## src/rtl/alu_issue_pkg.sv

```systemverilog
// alu_issue_pkg: opcode, funct and ALU opselect encodings shared by the issue stage and the ALU
package alu_issue_pkg;
    localparam logic [5:0] OP_RTYPE = 6'h00;
    localparam logic [5:0] OP_BEQ   = 6'h04;
    localparam logic [5:0] OP_BNE   = 6'h05;
    localparam logic [5:0] OP_BLEZ  = 6'h06;
    localparam logic [5:0] OP_BGTZ  = 6'h07;
    localparam logic [5:0] OP_ADDI  = 6'h08;
    localparam logic [5:0] OP_ADDIU = 6'h09;
    localparam logic [5:0] OP_SLTI  = 6'h0A;
    localparam logic [5:0] OP_SLTIU = 6'h0B;
    localparam logic [5:0] OP_ANDI  = 6'h0C;
    localparam logic [5:0] OP_ORI   = 6'h0D;
    localparam logic [5:0] OP_XORI  = 6'h0E;
    localparam logic [5:0] OP_LUI   = 6'h0F;
    localparam logic [5:0] OP_LW    = 6'h23;
    localparam logic [5:0] OP_SW    = 6'h2B;

    localparam logic [5:0] F_SLL  = 6'h00;
    localparam logic [5:0] F_SRL  = 6'h02;
    localparam logic [5:0] F_SRA  = 6'h03;
    localparam logic [5:0] F_SLLV = 6'h04;
    localparam logic [5:0] F_SRLV = 6'h06;
    localparam logic [5:0] F_SRAV = 6'h07;
    localparam logic [5:0] F_ADD  = 6'h20;
    localparam logic [5:0] F_ADDU = 6'h21;
    localparam logic [5:0] F_SUB  = 6'h22;
    localparam logic [5:0] F_SUBU = 6'h23;
    localparam logic [5:0] F_AND  = 6'h24;
    localparam logic [5:0] F_OR   = 6'h25;
    localparam logic [5:0] F_XOR  = 6'h26;
    localparam logic [5:0] F_NOR  = 6'h27;
    localparam logic [5:0] F_SLT  = 6'h2A;
    localparam logic [5:0] F_SLTU = 6'h2B;

    localparam logic [4:0] ALU_ADD  = 5'b00000;
    localparam logic [4:0] ALU_SUB  = 5'b00001;
    localparam logic [4:0] ALU_SLTU = 5'b00010;
    localparam logic [4:0] ALU_SRAV = 5'b00011;
    localparam logic [4:0] ALU_SLLV = 5'b00100;
    localparam logic [4:0] ALU_SLL  = 5'b00101;
    localparam logic [4:0] ALU_BGTZ = 5'b00110;
    localparam logic [4:0] ALU_SLT  = 5'b00111;
    localparam logic [4:0] ALU_AND  = 5'b01001;
    localparam logic [4:0] ALU_OR   = 5'b01010;
    localparam logic [4:0] ALU_SRA  = 5'b01011;
    localparam logic [4:0] ALU_NOR  = 5'b01100;
    localparam logic [4:0] ALU_XOR  = 5'b01101;
    localparam logic [4:0] ALU_SRLV = 5'b01110;
    localparam logic [4:0] ALU_SRL  = 5'b01111;
    localparam logic [4:0] ALU_BLEZ = 5'b10000;
    localparam logic [4:0] ALU_BNE  = 5'b10010;

    typedef struct packed {
        logic [4:0]  opselect;
        logic [31:0] x;
        logic [31:0] y;
        logic [4:0]  shamt;
        logic [4:0]  dest;
        logic        is_branch;
        logic        illegal;
    } issue_t;

    function automatic logic [31:0] sext16(input logic [15:0] v);
        return {{16{v[15]}}, v};
    endfunction

    function automatic logic [31:0] zext16(input logic [15:0] v);
        return {16'h0, v};
    endfunction
endpackage

```

## src/rtl/alu_issue_stage_decode.sv

```systemverilog
// alu_decode: combinational MIPS instruction to ALU operation/operand decode
module alu_decode
    import alu_issue_pkg::*;
(
    input  logic [31:0] instr,
    input  logic [31:0] rs_val,
    input  logic [31:0] rt_val,
    output logic [4:0]  opselect,
    output logic [31:0] x,
    output logic [31:0] y,
    output logic [4:0]  shamt,
    output logic [4:0]  dest,
    output logic        is_branch,
    output logic        illegal
);
    logic [5:0]  opcode, funct;
    logic [4:0]  rt, rd, sa;
    logic [15:0] imm;
    logic        legal;
    logic        unused_rs;
    issue_t      d;

    assign opcode    = instr[31:26];
    assign rt        = instr[20:16];
    assign rd        = instr[15:11];
    assign sa        = instr[10:6];
    assign funct     = instr[5:0];
    assign imm       = instr[15:0];
    assign unused_rs = ^instr[25:21];

    always_comb begin
        d = '0;
        legal = 1'b1;
        d.x = rs_val;
        case (opcode)
            OP_RTYPE: begin
                d.dest = rd;
                d.y = rt_val;
                case (funct)
                    F_ADD, F_ADDU: d.opselect = ALU_ADD;
                    F_SUB, F_SUBU: d.opselect = ALU_SUB;
                    F_AND:  d.opselect = ALU_AND;
                    F_OR:   d.opselect = ALU_OR;
                    F_XOR:  d.opselect = ALU_XOR;
                    F_NOR:  d.opselect = ALU_NOR;
                    F_SLT:  d.opselect = ALU_SLT;
                    F_SLTU: d.opselect = ALU_SLTU;
                    F_SLL, F_SRL, F_SRA: begin
                        d.opselect = funct == F_SLL ? ALU_SLL : funct == F_SRL ? ALU_SRL : ALU_SRA;
                        d.x = rt_val;
                        d.y = '0;
                        d.shamt = sa;
                    end
                    F_SLLV, F_SRLV, F_SRAV: begin
                        d.opselect = funct == F_SLLV ? ALU_SLLV : funct == F_SRLV ? ALU_SRLV : ALU_SRAV;
                        d.x = rt_val;
                        d.y = rs_val;
                    end
                    default: legal = 1'b0;
                endcase
            end
            OP_ADDI, OP_ADDIU, OP_LW, OP_SW, OP_SLTI, OP_SLTIU: begin
                d.opselect = opcode == OP_SLTI ? ALU_SLT : opcode == OP_SLTIU ? ALU_SLTU : ALU_ADD;
                d.y = sext16(imm);
                d.dest = opcode == OP_SW ? 5'd0 : rt;
            end
            OP_ANDI, OP_ORI, OP_XORI: begin
                d.opselect = opcode == OP_ANDI ? ALU_AND : opcode == OP_ORI ? ALU_OR : ALU_XOR;
                d.y = zext16(imm);
                d.dest = rt;
            end
            OP_LUI: begin
                d.opselect = ALU_SLL;
                d.x = zext16(imm);
                d.shamt = 5'd16;
                d.dest = rt;
            end
            OP_BEQ, OP_BNE, OP_BLEZ, OP_BGTZ: begin
                d.opselect = opcode == OP_BEQ ? ALU_SUB : opcode == OP_BNE ? ALU_BNE :
                             opcode == OP_BLEZ ? ALU_BLEZ : ALU_BGTZ;
                d.y = (opcode == OP_BEQ || opcode == OP_BNE) ? rt_val : 32'h0;
                d.is_branch = 1'b1;
            end
            default: legal = 1'b0;
        endcase
        if (!legal) d = '0;
        d.illegal = !legal;
    end

    assign opselect  = d.opselect;
    assign x         = d.x;
    assign y         = d.y;
    assign shamt     = d.shamt;
    assign dest      = d.dest;
    assign is_branch = d.is_branch;
    assign illegal   = d.illegal;
endmodule

```

## src/rtl/alu_issue_stage.sv

```systemverilog
// alu_issue_stage: decodes instructions into a two-entry skid buffer feeding the ALU
module alu_issue_stage
    import alu_issue_pkg::*;
(
    input  logic        clk,
    input  logic        rst,
    input  logic        in_valid,
    output logic        in_ready,
    input  logic [31:0] instr,
    input  logic [31:0] rs_val,
    input  logic [31:0] rt_val,
    input  logic        flush,
    output logic        out_valid,
    input  logic        out_ready,
    output logic [4:0]  opselect,
    output logic [31:0] x,
    output logic [31:0] y,
    output logic [4:0]  shamt,
    output logic [4:0]  dest,
    output logic        is_branch,
    output logic        illegal
);
    issue_t dec, main_q, skid_q;
    logic   main_valid, skid_valid, accept;

    alu_decode u_decode (
        .instr     (instr),
        .rs_val    (rs_val),
        .rt_val    (rt_val),
        .opselect  (dec.opselect),
        .x         (dec.x),
        .y         (dec.y),
        .shamt     (dec.shamt),
        .dest      (dec.dest),
        .is_branch (dec.is_branch),
        .illegal   (dec.illegal)
    );

    assign in_ready = !skid_valid;
    assign accept   = in_valid && in_ready;

    // The skid entry only fills while main is stalled, so it always holds the younger entry.
    always_ff @(posedge clk) begin
        if (rst || flush) begin
            main_valid <= 1'b0;
            skid_valid <= 1'b0;
            main_q     <= '0;
            skid_q     <= '0;
        end else if (!main_valid || out_ready) begin
            main_valid <= skid_valid || accept;
            skid_valid <= 1'b0;
            if (skid_valid) main_q <= skid_q;
            else if (accept) main_q <= dec;
        end else if (accept) begin
            skid_valid <= 1'b1;
            skid_q     <= dec;
        end
    end

    assign out_valid = main_valid;
    assign opselect  = main_q.opselect;
    assign x         = main_q.x;
    assign y         = main_q.y;
    assign shamt     = main_q.shamt;
    assign dest      = main_q.dest;
    assign is_branch = main_q.is_branch;
    assign illegal   = main_q.illegal;
endmodule

```

## config.mk

```make
export PLATFORM = sky130hd
export DESIGN_NAME = alu_issue_stage
export DESIGN_NICKNAME = d
export VERILOG_FILES = /design/src/rtl/alu_issue_pkg.sv /design/src/rtl/alu_issue_stage_decode.sv /design/src/rtl/alu_issue_stage.sv
export SDC_FILE = /design/constraint.sdc
export NUM_CORES = 1
export LEC_CHECK = 0
export BUFFER_PORTS_ARGS = -buffer_cell sky130_fd_sc_hd__buf_4
export CAP_MARGIN = 20
export CORE_ASPECT_RATIO = 0.6
export CORE_UTILIZATION = 30
export DETAILED_ROUTE_END_ITERATION = 7
export GPL_ROUTABILITY_DRIVEN = 0
export PLACE_DENSITY = 0.6
export SLEW_MARGIN = 0
export SYNTH_ARGS = -nofsm -noshare
export SYNTH_HDL_FRONTEND = slang
export SYNTH_HIERARCHICAL = 1
export SYNTH_SLANG_ARGS = --single-unit
```

## constraint.sdc

```tcl
create_clock -name clk -period 5.08 [get_ports clk]
set_input_delay 0.254 -clock clk [delete_from_list [all_inputs] [get_ports clk]]
set_output_delay 0.254 -clock clk [all_outputs]
set_load 0.03 [all_outputs]
```

# Word-level counts from Yosys, hierarchy flattened
# Index checks and enable logic that the tools add are counted.
# Widths: inputs -> output; s select.
[totals]
regBits = 164
inputBits = 101
out_inout_bits = 83
elab_cells = 96
[op_classes]
bitwise_logic = 1
eq_ne = 29
n_mux = 27
reduce_logical = 23
[ops]
columns = ["op", "n"]
rows = [
  ["$mux 81", 3],
  ["$pmux 32 s4", 1],
  ["$pmux 64 s2", 1],
  ["$eq 6x6->1 const B", 12],
  ["$pmux 32 s2", 1],
  ["$eq 6x4->1 const B", 8],
  ["$mux 5", 9],
  ["$pmux 5 s9", 1],
  ["$eq 6x3->1 const B", 7],
  ["$mux 32", 1],
  ["$pmux 5 s5", 1],
  ["$reduce_or 16->1", 1],
  ["$pmux 5 s3", 1],
  ["$reduce_or 14->1", 1],
  ["$eq 6x2->1 const B", 2],
  ["$logic_not 6->1", 2],
  ["$pmux 5 s2", 1],
  ["$reduce_or 3->1", 3],
  ["$reduce_or 4->1", 2],
  ["$mux 3", 2],
  ["$reduce_or 6->1", 1],
  ["$logic_or 1x1->1", 4],
  ["$mux 4", 1],
  ["$reduce_and 2->1", 2],
  ["8 further kinds", 12],
]

# Logic depth before layout (Yosys ltp)
[depth]
ltp_word = 8
mapped_depth = 9
mapped_depth_nobuf = 6

# Cells and area by module
# The synthesis kept the hierarchy.
[modules_own_cells]
columns = ["mod", "area_each_um2", "instances", "seq_area_each_um2", "cells_each"]
rows = [
  ["alu_issue_stage", 6965.4, 1, 3283.1, 733],
  ["alu_decode", 1941.9, 1, 0.0, 306],
]

# Least setup slack after synthesis
# Ideal clock, no wire load.
[synth_timing]
path_kind = "in2reg"
from = "input port instr[31]"
to = "register main_q (netlist bit x[12])"
stages = 9
required_ps = 4934
arrival_ps = 2115
setup_time_ps = 146
path_buffers = 3
setup_slack_ps = 2819
cell_sequence = "buf_6 > or4_4 > or4_1 > buf_4 > buf_6 > nand3_1 > a21oi_1 > mux2i_1 > a211oi_2"
[synth_rtl]
columns = ["item", "line_no", "source"]
rows = [
  ["start: declaration", "alu_issue_stage.sv:9", "input logic [31:0] instr,"],
  ["end signal: assignment", "alu_issue_stage.sv:52", "if (skid_valid) main_q <= skid_q;"],
  ["end: declaration", "alu_issue_stage.sv:23", "issue_t dec, main_q, skid_q;"],
]

==> reports/qor.yml <==
outcome:
  outcome: "complete, no violations"
sta:
  slew_headroom: 0.235
  worstMarginPinSlew_ps: 1140
  timing.final.ws_setup_ps: 2120
  hold-worst-slack_ps: 133
  clock-skew-final_ps: 5.89
  setup_viol: 0
  hold_viol: 0
  period_share: 0.582
  maxSlewViolCount: 0
  period_needed_ps: 2960
  clock.fmax_mhz: 338
  rsz0062_at_grt: "no"
  fin_tns_setup_ps: 0
route:
  drtIter0Drc: 725
  avgRoutedWirePerCell_um: 20.1
  ant_nets: 0
  drc: 0
  routed-via-count: 8342
  viasPerCell: 5.37
  drt_first_pass_iters: 5
  routed_wirelength_mm: 31.3
clocking:
  cts.sinks: 164
  post_cts_buffers: 0
  cts-resized-gates: 0
  insertion_delay_ps: 450
  clockBufferDepth: 2
  path_clk_slew_ps: 70
  cts_buffers: 17
  cts_root_buf: "clkbuf_16"
  htreeDepth: 4
  ctsHoldBuffers: 0
  cts_tree: "built"
logic_synthesis:
  yosys_warnings: 6
  synth_area_per_cell_um2: 8.57
  synth_cell_types: 54
  synth-seq-cells: 164
  synth-edff-count: 0
  synth_area_um2: 8910
  yosys_most_used_dff: "dfxtp_1"
  syn_inst: 1039
  ys_seq_area_frac: 0.369
  syn_nets: 1140
  synthArstFlopShare: 0
cells_and_area:
  area_growth_pct: 22.9
  seq_area_um2: 3290
  multi_input_area_um2: 5060
  nets: 1240
  drive_above_1_share: 0.295
  num-fill-cells: 3024
setup_path:
  cp_max_fo: 17
  critPathKind: "input port to flip-flop"
  worst_setup_path_end_kind: "flip-flop"
  reg2regPathDepth: 4
  crit_required_ps: 5450
  cp.arrival_ps: 3330
  critPathLaunchType: "input port"
pwr:
  power_density_nw_per_um2: 282
  vdd_drop_max_uv: 219
  leakagePower_nw: 3.48
  finalPower_mw: 3.08
floorplanning:
  die-area_um2: 30400
  die_h_um: 135
  die_w_um: 224
  core.rowCount: 48
  io_pins: 184
  start_util: 0.308
  coreArea_um2: 28900
global_routing:
  antenna_found_initial: 1
  first_global_vias: 7925
  track_usage: 0.206
  grt_max_degree: 165
  grt_overflow: 0
  grt_pass1_wl_mm: 47.4
placed_design:
  io_buffers: 178
  dp_slack_ps: 1710
  hpwl_mm: 20.0
run:
  drv_cap: 0
min_path:
  holdPathStages: 3
  hold_path_class: "input port to flip-flop"
-- flip-flops by register name, summed over array words and instances (netlist names) --
| register | flops |
|---|---|
| out_valid | 1 |
| skid_q | 81 |
| illegal | 1 |
| x | 32 |
| is_branch | 1 |
| opselect | 5 |
| shamt | 5 |
| y | 32 |
| dest | 5 |
| skid_valid | 1 |
-- cells in the mapped netlist, types with 4 or more instances --
master / instances / area share
buf_6: 16 / 0.020
a22oi_1: 32 / 0.027
and2_1: 4 / 0.0028
inv_1: 4 / 0.0017
a211oi_2: 90 / 0.13
nand3_2: 4 / 0.0045
a211oi_1: 7 / 0.0059
nand2_1: 203 / 0.086
mux2i_1: 83 / 0.093
a21oi_1: 202 / 0.11
buf_2: 32 / 0.018
nand3_1: 29 / 0.016
nor3_1: 18 / 0.010
nor2_1: 12 / 0.0051
buf_1: 6 / 0.0025
a32oi_1: 6 / 0.0059
clkbuf_1: 55 / 0.023
a221oi_1: 16 / 0.016
nand2b_1: 6 / 0.0042
dfxtp_1: 164 / 0.37
o21ai_0: 6 / 0.0034
-- area by class of cell --
type	instances	share of cell area
clock buffer	21	0.0440
antenna	1	0.000229
inverter	5	0.00171
multi-input combinational	756	0.462
timing repair buffer	195	0.136
tap	400	0.0457
clock inverter	11	0.0104
sequential	164	0.300
-- stage by stage --
stage               cells  area [µm²]  utilization
floorplan            1039        8910            -
global placement     1519       10300        0.357
detailed placement   1519       10300        0.357
CTS                  1551       10900        0.378
global route         1553       10900        0.378
finish               1553       10900        0.378
-- placed cells by master, fill, tap and decap left out, drive strengths merged, types with 2 or more instances in the layout --
| master | instances |
|---|---|
| a221oi | 16 |
| nor2b | 3 |
| nand2b | 6 |
| nor4 | 4 |
| a211oi | 97 |
| a21o | 2 |
| or4 | 4 |
| a2111oi | 2 |
| a32oi | 6 |
| nand3 | 33 |
| nor2 | 13 |
| and2 | 5 |
| o21ai | 6 |
| clkinv | 3 |
| nand2 | 203 |
| buf | 195 |
| clkbuf | 21 |
| a22oi | 33 |
| clkinvlp | 3 |
| dfxtp | 164 |
| nor3 | 18 |
| a21oi | 202 |
| or2 | 3 |
| inv | 9 |
| xnor2 | 2 |
| mux2i | 83 |
-- path summary, 6_finish.rpt --
| path | slack, ps | end | from |
|---|---|---|---|
| setup reg to reg | 2530 | y[8]$_SDFFE_PP0P_ | skid_valid$_SDFFE_PP0P_ |
| hold reg to reg | 450 | skid_q[30]$_SDFFE_PP0P_ | skid_q[30]$_SDFFE_PP0P_ |
| setup / recovery | 2120 | y[17]$_SDFFE_PP0P_ | instr[27] |
| hold / removal | 130 | out_valid$_SDFFE_PP0P_ | in_valid |
-- routing by layer --
layer	vias to the layer above	part of all wire	track usage
met2	278	0.46	0.328
met1	4076	0.45	0.269
li1	3962	-	-
met3	26	0.079	0.0640
met4	0	0.012	0.0533
met5	-	0	0
-- power breakdown --
part / internal (mW) / total [mW] / leakage, nW / switching, mW
sequential: 1.31 / 1.33 / 1.33 / 0.0166
clock: 0.738 / 1.32 / 0.282 / 0.583
combinational: 0.155 / 0.436 / 1.87 / 0.281
total: 2.20 / 3.08 / 3.48 / 0.881
-- cells by family (layout without fill, tap and decap cells) --
logic type | after synthesis | count (layout) | share of synthesized area
simple gates | 299 | 299 | 0.152
xor+xnor | 2 | 2 | 0.00197
other cells | 0 | 1 | 0
flops | 164 | 164 | 0.369
buf+inv | 119 | 232 | 0.0708
mux | 83 | 83 | 0.0933
compound gates | 372 | 372 | 0.314
-- critical path, cell delays in order --
cell and delay (ps):
buf_4 150, or4_4 610, nor4_4 1010, buf_4 400, a221oi_1 120, nor3_1 350, mux2i_1 150, a211oi_2 250
Power figures use the tool's default switching activity.
